===== src/rtl/sseg_scan_ctrl.sv =====
// Scan scheduler for a 4-digit seven-segment display sharing one BCD decoder.
// Alternates a blanked guard dwell and a per-digit show dwell; new values commit at frame start.
module sseg_scan_ctrl #(
   parameter int unsigned CLK_DIV = 50000,
   parameter int unsigned GUARD   = 64,
   parameter int unsigned CW      = 16
) (
   input  logic        G_CLOCK_50,
   input  logic        rst,
   input  logic [15:0] num_in,
   input  logic        load,
   input  logic        lz_en,
   output logic        load_ack,
   output logic [3:0]  bcd_out,
   output logic [3:0]  an_out,
   output logic        blank_out,
   output logic [1:0]  digit_idx,
   output logic        frame_done
);

   typedef enum logic {StBlank, StShow} state_e;

   state_e        r_state, w_state_d;
   logic [CW-1:0] r_cnt, w_cnt_d;
   logic [1:0]    r_idx, w_idx_d;
   logic          r_first, w_first_d;
   logic [15:0]   r_shadow, w_shadow_d;
   logic [15:0]   r_pending, w_pending_d;
   logic          r_pend_v, w_pend_v_d;
   logic [3:0]    r_bcd, w_bcd_d;
   logic [3:0]    r_an, w_an_d;
   logic          r_blank, w_blank_d;
   logic          r_ack, w_ack_d;
   logic          r_fd, w_fd_d;

   logic          w_blank_end;
   logic          w_show_end;
   logic [1:0]    w_nidx;
   logic          w_commit;
   logic [15:0]   w_new_shadow;
   logic [15:0]   w_upper;
   logic          w_supp;

   assign w_blank_end  = (r_state == StBlank) && (r_cnt == CW'(GUARD - 1));
   assign w_show_end   = (r_state == StShow) && (r_cnt == CW'(CLK_DIV - 1));
   // First guard after reset leads into digit 0 rather than advancing past it.
   assign w_nidx       = r_first ? 2'd0 : r_idx + 2'd1;
   assign w_commit     = w_blank_end && (w_nidx == 2'd0) && (r_pend_v || load);
   // A load coinciding with the commit edge bypasses the pending register.
   assign w_new_shadow = w_commit ? (load ? num_in : r_pending) : r_shadow;
   assign w_upper      = w_new_shadow >> {w_nidx, 2'b00};
   assign w_supp       = lz_en && (w_nidx != 2'd0) && (w_upper == 16'h0000);

   always_ff @(posedge G_CLOCK_50 or posedge rst) begin
      if (rst) begin
         r_state   <= StBlank;
         r_cnt     <= '0;
         r_idx     <= 2'd0;
         r_first   <= 1'b1;
         r_shadow  <= 16'h0000;
         r_pending <= 16'h0000;
         r_pend_v  <= 1'b0;
         r_bcd     <= 4'h0;
         r_an      <= 4'b1111;
         r_blank   <= 1'b1;
         r_ack     <= 1'b0;
         r_fd      <= 1'b0;
      end else begin
         r_state   <= w_state_d;
         r_cnt     <= w_cnt_d;
         r_idx     <= w_idx_d;
         r_first   <= w_first_d;
         r_shadow  <= w_shadow_d;
         r_pending <= w_pending_d;
         r_pend_v  <= w_pend_v_d;
         r_bcd     <= w_bcd_d;
         r_an      <= w_an_d;
         r_blank   <= w_blank_d;
         r_ack     <= w_ack_d;
         r_fd      <= w_fd_d;
      end
   end

   always_comb begin
      w_state_d   = r_state;
      w_cnt_d     = r_cnt + CW'(1);
      w_idx_d     = r_idx;
      w_first_d   = r_first;
      w_shadow_d  = r_shadow;
      w_pending_d = r_pending;
      w_pend_v_d  = r_pend_v;
      w_bcd_d     = r_bcd;
      w_an_d      = r_an;
      w_blank_d   = r_blank;
      w_ack_d     = 1'b0;
      w_fd_d      = 1'b0;

      if (w_commit) begin
         w_shadow_d = w_new_shadow;
         w_pend_v_d = 1'b0;
         w_ack_d    = 1'b1;
      end else if (load) begin
         w_pending_d = num_in;
         w_pend_v_d  = 1'b1;
      end

      unique case (r_state)
         StBlank: begin
            if (w_blank_end) begin
               w_state_d = StShow;
               w_cnt_d   = '0;
               w_idx_d   = w_nidx;
               w_first_d = 1'b0;
               w_bcd_d   = w_new_shadow[{w_nidx, 2'b00} +: 4];
               w_an_d    = w_supp ? 4'b1111 : ~(4'b0001 << w_nidx);
               w_blank_d = w_supp;
            end
         end
         StShow: begin
            if (w_show_end) begin
               w_state_d = StBlank;
               w_cnt_d   = '0;
               w_an_d    = 4'b1111;
               w_blank_d = 1'b1;
               w_fd_d    = (r_idx == 2'd3);
            end
         end
         default: begin
            w_state_d = StBlank;
            w_cnt_d   = '0;
         end
      endcase
   end

   assign load_ack   = r_ack;
   assign bcd_out    = r_bcd;
   assign an_out     = r_an;
   assign blank_out  = r_blank;
   assign digit_idx  = r_idx;
   assign frame_done = r_fd;

endmodule


===== config.mk =====
export PLATFORM = sky130hd
export DESIGN_NAME = sseg_scan_ctrl
export DESIGN_NICKNAME = d
export VERILOG_FILES = /design/src/rtl/sseg_scan_ctrl.sv
export SDC_FILE = /design/constraint.sdc
export NUM_CORES = 1
export LEC_CHECK = 0
export ABC_CLOCK_PERIOD_IN_PS = 7320
export BUFFER_PORTS_ARGS = -buffer_cell sky130_fd_sc_hd__buf_2
export CORE_MARGIN = 1
export CORE_UTILIZATION = 50
export DETAILED_ROUTE_END_ITERATION = 7
export PLACE_DENSITY = 0.69
export SYNTH_ARGS = -nofsm -noshare
export SYNTH_HDL_FRONTEND = slang
export SYNTH_SLANG_ARGS = --single-unit

===== constraint.sdc =====
create_clock -name G_CLOCK_50 -period 7.32 [get_ports G_CLOCK_50]
set_clock_uncertainty 0.2 [all_clocks]
set_input_delay 2.196 -clock G_CLOCK_50 [delete_from_list [all_inputs] [get_ports G_CLOCK_50]]
set_output_delay 2.196 -clock G_CLOCK_50 [all_outputs]
set_load 0.01 [all_outputs]

==> results.py <==
metrics = {
    "status": {
        "status": "finished, final reports clean",
    },
    "floorplan": {
        "die_y_um": 82.0,
        "start_util_pct": 52.8,
        "die_x_um": 82.0,
        "dieArea_um2": 6720,
        "core_area_um2": 6060,
        "io_pins": 33,
        "num_rows": 28,
    },
    "timing": {
        "hold_viol_final": 0,
        "period_share_pct": 64.8,
        "slew_headroom_pct": 25.7,
        "fin_setup_tns_ns": 0,
        "max_freq_mhz": 211,
        "grt_setup_unrepaired": "false",
        "finalSetupViolCount": 0,
        "drv_slew": 0,
        "tightest_slew_ns": 1.11,
        "timing.final.crit_period_ns": 4.74,
    },
    "detailed_routing": {
        "drc": 0,
        "via_count": 2385,
        "viasPerCell": 5.59,
        "antenna_left": 0,
        "drt_iter0_markers": 147,
        "drt_wl_total_um": 6600,
        "wl_per_cell_um": 15.5,
        "firstDrtPassIters": 4,
    },
    "setup_path": {
        "startpoint_type": "primary input",
        "cp-startpoint": "load",
        "critical_path_required_ns": 7.38,
        "arrival_ns": 4.80,
        "r2r-start": "digit_idx[0]",
        "crit_type": "in -> reg",
        "path_max_fanout": 27,
        "cp-end-kind": "flip-flop",
    },
    "synth": {
        "syn-num-nets": 341,
        "synth-main-ff-cell": "dfrtp_1",
        "synth_edf_count": 0,
        "synth_top_family_by_area": "simple AND/OR/NAND/NOR gates",
        "netlist-cell-type-count": 51,
        "yosys_warnings": 0,
        "synth_area_um2": 3200,
        "synth_seq_area_share_pct": 50.3,
        "synth_mux_area_share_pct": 10.7,
        "ys_ff_latch": 64,
        "synthAdderAreaFrac_pct": 0.782,
        "synth_compound_area_share_pct": 11.2,
        "synthArstFlopShare_pct": 100,
        "avgSynthCellArea_um2": 10.0,
        "synth_xor_area_share_pct": 3.83,
        "synth_cells": 319,
        "synth-simple-area-share_pct": 20.1,
    },
    "pwr": {
        "p_per_area_nw_per_um2": 210,
        "leakagePower_nw": 1.65,
        "irDropWorstVdd_mv": 0.136,
    },
    "placement": {
        "place_area_um2": 3380,
        "gp_congestion": 0.878,
        "dp_hpwl_um": 4660,
        "numPortBuffers": 32,
    },
    "final_layout": {
        "fin_area_um2": 3610,
        "fin_nets": 369,
        "drive_above_1_share_pct": 22.4,
        "diodes": 0,
        "area_growth_pct": 13.0,
    },
    "cts": {
        "cts_resized": 0,
        "clock_latency_ns": 0.34,
        "clk_pin_slew_ns": 0.07,
        "clkSinkCount": 64,
        "cts_buffers": 9,
        "clock_path_buffers": 2,
        "cts_tree": "built",
        "post_cts_buffers": 0,
        "htree_levels": 3,
        "holdBufCountCts": 0,
        "cts_root_buf": "clkbuf_8",
    },
    "global_routing": {
        "antenna_found_initial": 0,
        "grt_max_degree": 65,
        "met2_usage_pct": 30.3,
        "use_met1_pct": 33.3,
        "grt_overflow": 0,
        "grt_pass1_wl_um": 10900,
        "grt_pass1_vias": 2151,
        "grt_busiest_layer": "met1",
        "grtUsageMet3_pct": 6.67,
        "grtUsageTotal_pct": 22.1,
    },
    "min_path": {
        "min_from": "bcd_out[1]",
        "hold_class": "reg -> reg",
    },
    "run": {
        "max_cap_violations": 0,
    },
}
-- final timing paths --
path | end | slack [ns] | cells after the start
min | bcd_out[1] | 0.27 | 2
max reg2reg | an_out[2] | 3.74 | 9
max | an_out[2] | 2.58 | 8
min reg2reg | bcd_out[1] | 0.27 | 2
max in group asynchronous | r_pending[5] | 4.53 | 3
min in group asynchronous | r_cnt[1] | 1.88 | 3
-- registers in the layout, indices dropped and copies added (netlist names) --
signal      count
r_cnt          16
r_pending      16
r_shadow       16
an_out          4
bcd_out         4
digit_idx       2
blank_out       1
frame_done      1
load_ack        1
r_first         1
r_pend_v        1
r_state         1
-- where the power goes --
group	total [mW]	switching (mW)	internal, mW	leakage [nW]
registers	0.370	0.00668	0.363	0.794
logic	0.0441	0.0247	0.0194	0.734
clock network	0.344	0.134	0.210	0.119
total	0.758	0.165	0.592	1.65
-- kinds of logic after synthesis --
kind of cell / after synthesis
AO/OA/AOI/OAI: 55
XOR/XNOR: 14
adder cells (fa/ha/maj): 2
buffers and inverters: 21
flip-flops: 64
multiplexers: 32
AND/OR/NAND/NOR: 131
-- cell type report --
class,instances,area (µm²)
fillers,544,2450
multi-input cells,234,1490
clock buffers,11,151
clock inverters,5,78.8
flip-flops and latches,64,1610
well taps,75,93.8
inverters,4,15.0
repair buffers,34,175
-- critical path, stage by stage --
cell and delay [ns]:
buf_2 0.45, o22ai_1 0.17, nor3_1 0.86, mux2_2 0.44, o2bb2ai_1 0.14, a21oi_1 0.12, a41oi_1 0.19, a31oi_1 0.23
-- placed cells by master, fill, tap and decap left out, types with 6 or more instances in the layout --
cell / count
a21oi_1: 11
buf_2: 32
clkbuf_8: 11
dfrtp_1: 58
dfstp_2: 6
mux2_2: 18
mux2i_1: 14
nand2_1: 30
nand3_1: 9
nor2_1: 39
nor3_1: 13
nor4_1: 9
o21ai_0: 17
xnor2_1: 6
xor2_1: 8
-- cell usage after synthesis (4+ instances only) --
cell	n	area (µm²)
nor3_1	13	65.1
buf_2	6	30.0
dfstp_2	6	158
nand2_1	30	113
a21oi_1	11	55.1
nor2b_1	5	31.3
dfrtp_1	58	1450
xor2_1	8	70.1
nor4_1	9	56.3
mux2_2	18	203
clkbuf_1	6	22.5
mux2i_1	14	140
nand3_1	9	45.0
nor2_1	39	146
o21ai_0	17	85.1
inv_1	4	15.0
and3_1	5	31.3
and2_1	5	31.3
xnor2_1	6	52.6
a31oi_1	4	25.0
-- metal layers --
| metal | wire length (µm) | share of wire, % | up-vias |
|---|---|---|---|
| li1 | - | - | 1187 |
| met2 | 2800 | 42 | 53 |
| met1 | 3440 | 52 | 1140 |
| met3 | 315 | 4.8 | 5 |
| met4 | 46 | 0.70 | 0 |
| met5 | 0 | 0 | - |
-- stage by stage --
step | cells | setup WS, ns | power, mW | hold slack (ns) | util [%]
after detailed placement | 411 | 2.26 | 0.421 | 0.259 | 55.8
final | 427 | 2.58 | 0.758 | 0.271 | 59.6
after global routing | 427 | 2.24 | 0.785 | 0.314 | 59.6
after global placement | 411 | 2.36 | 0.420 | 0.248 | 55.8
after CTS | 427 | 2.61 | 0.768 | 0.275 | 59.6
after floorplan | 319 | 3.19 | 0.405 | 0.250 | -
Note: power is estimated with default switching activity, not from simulation.
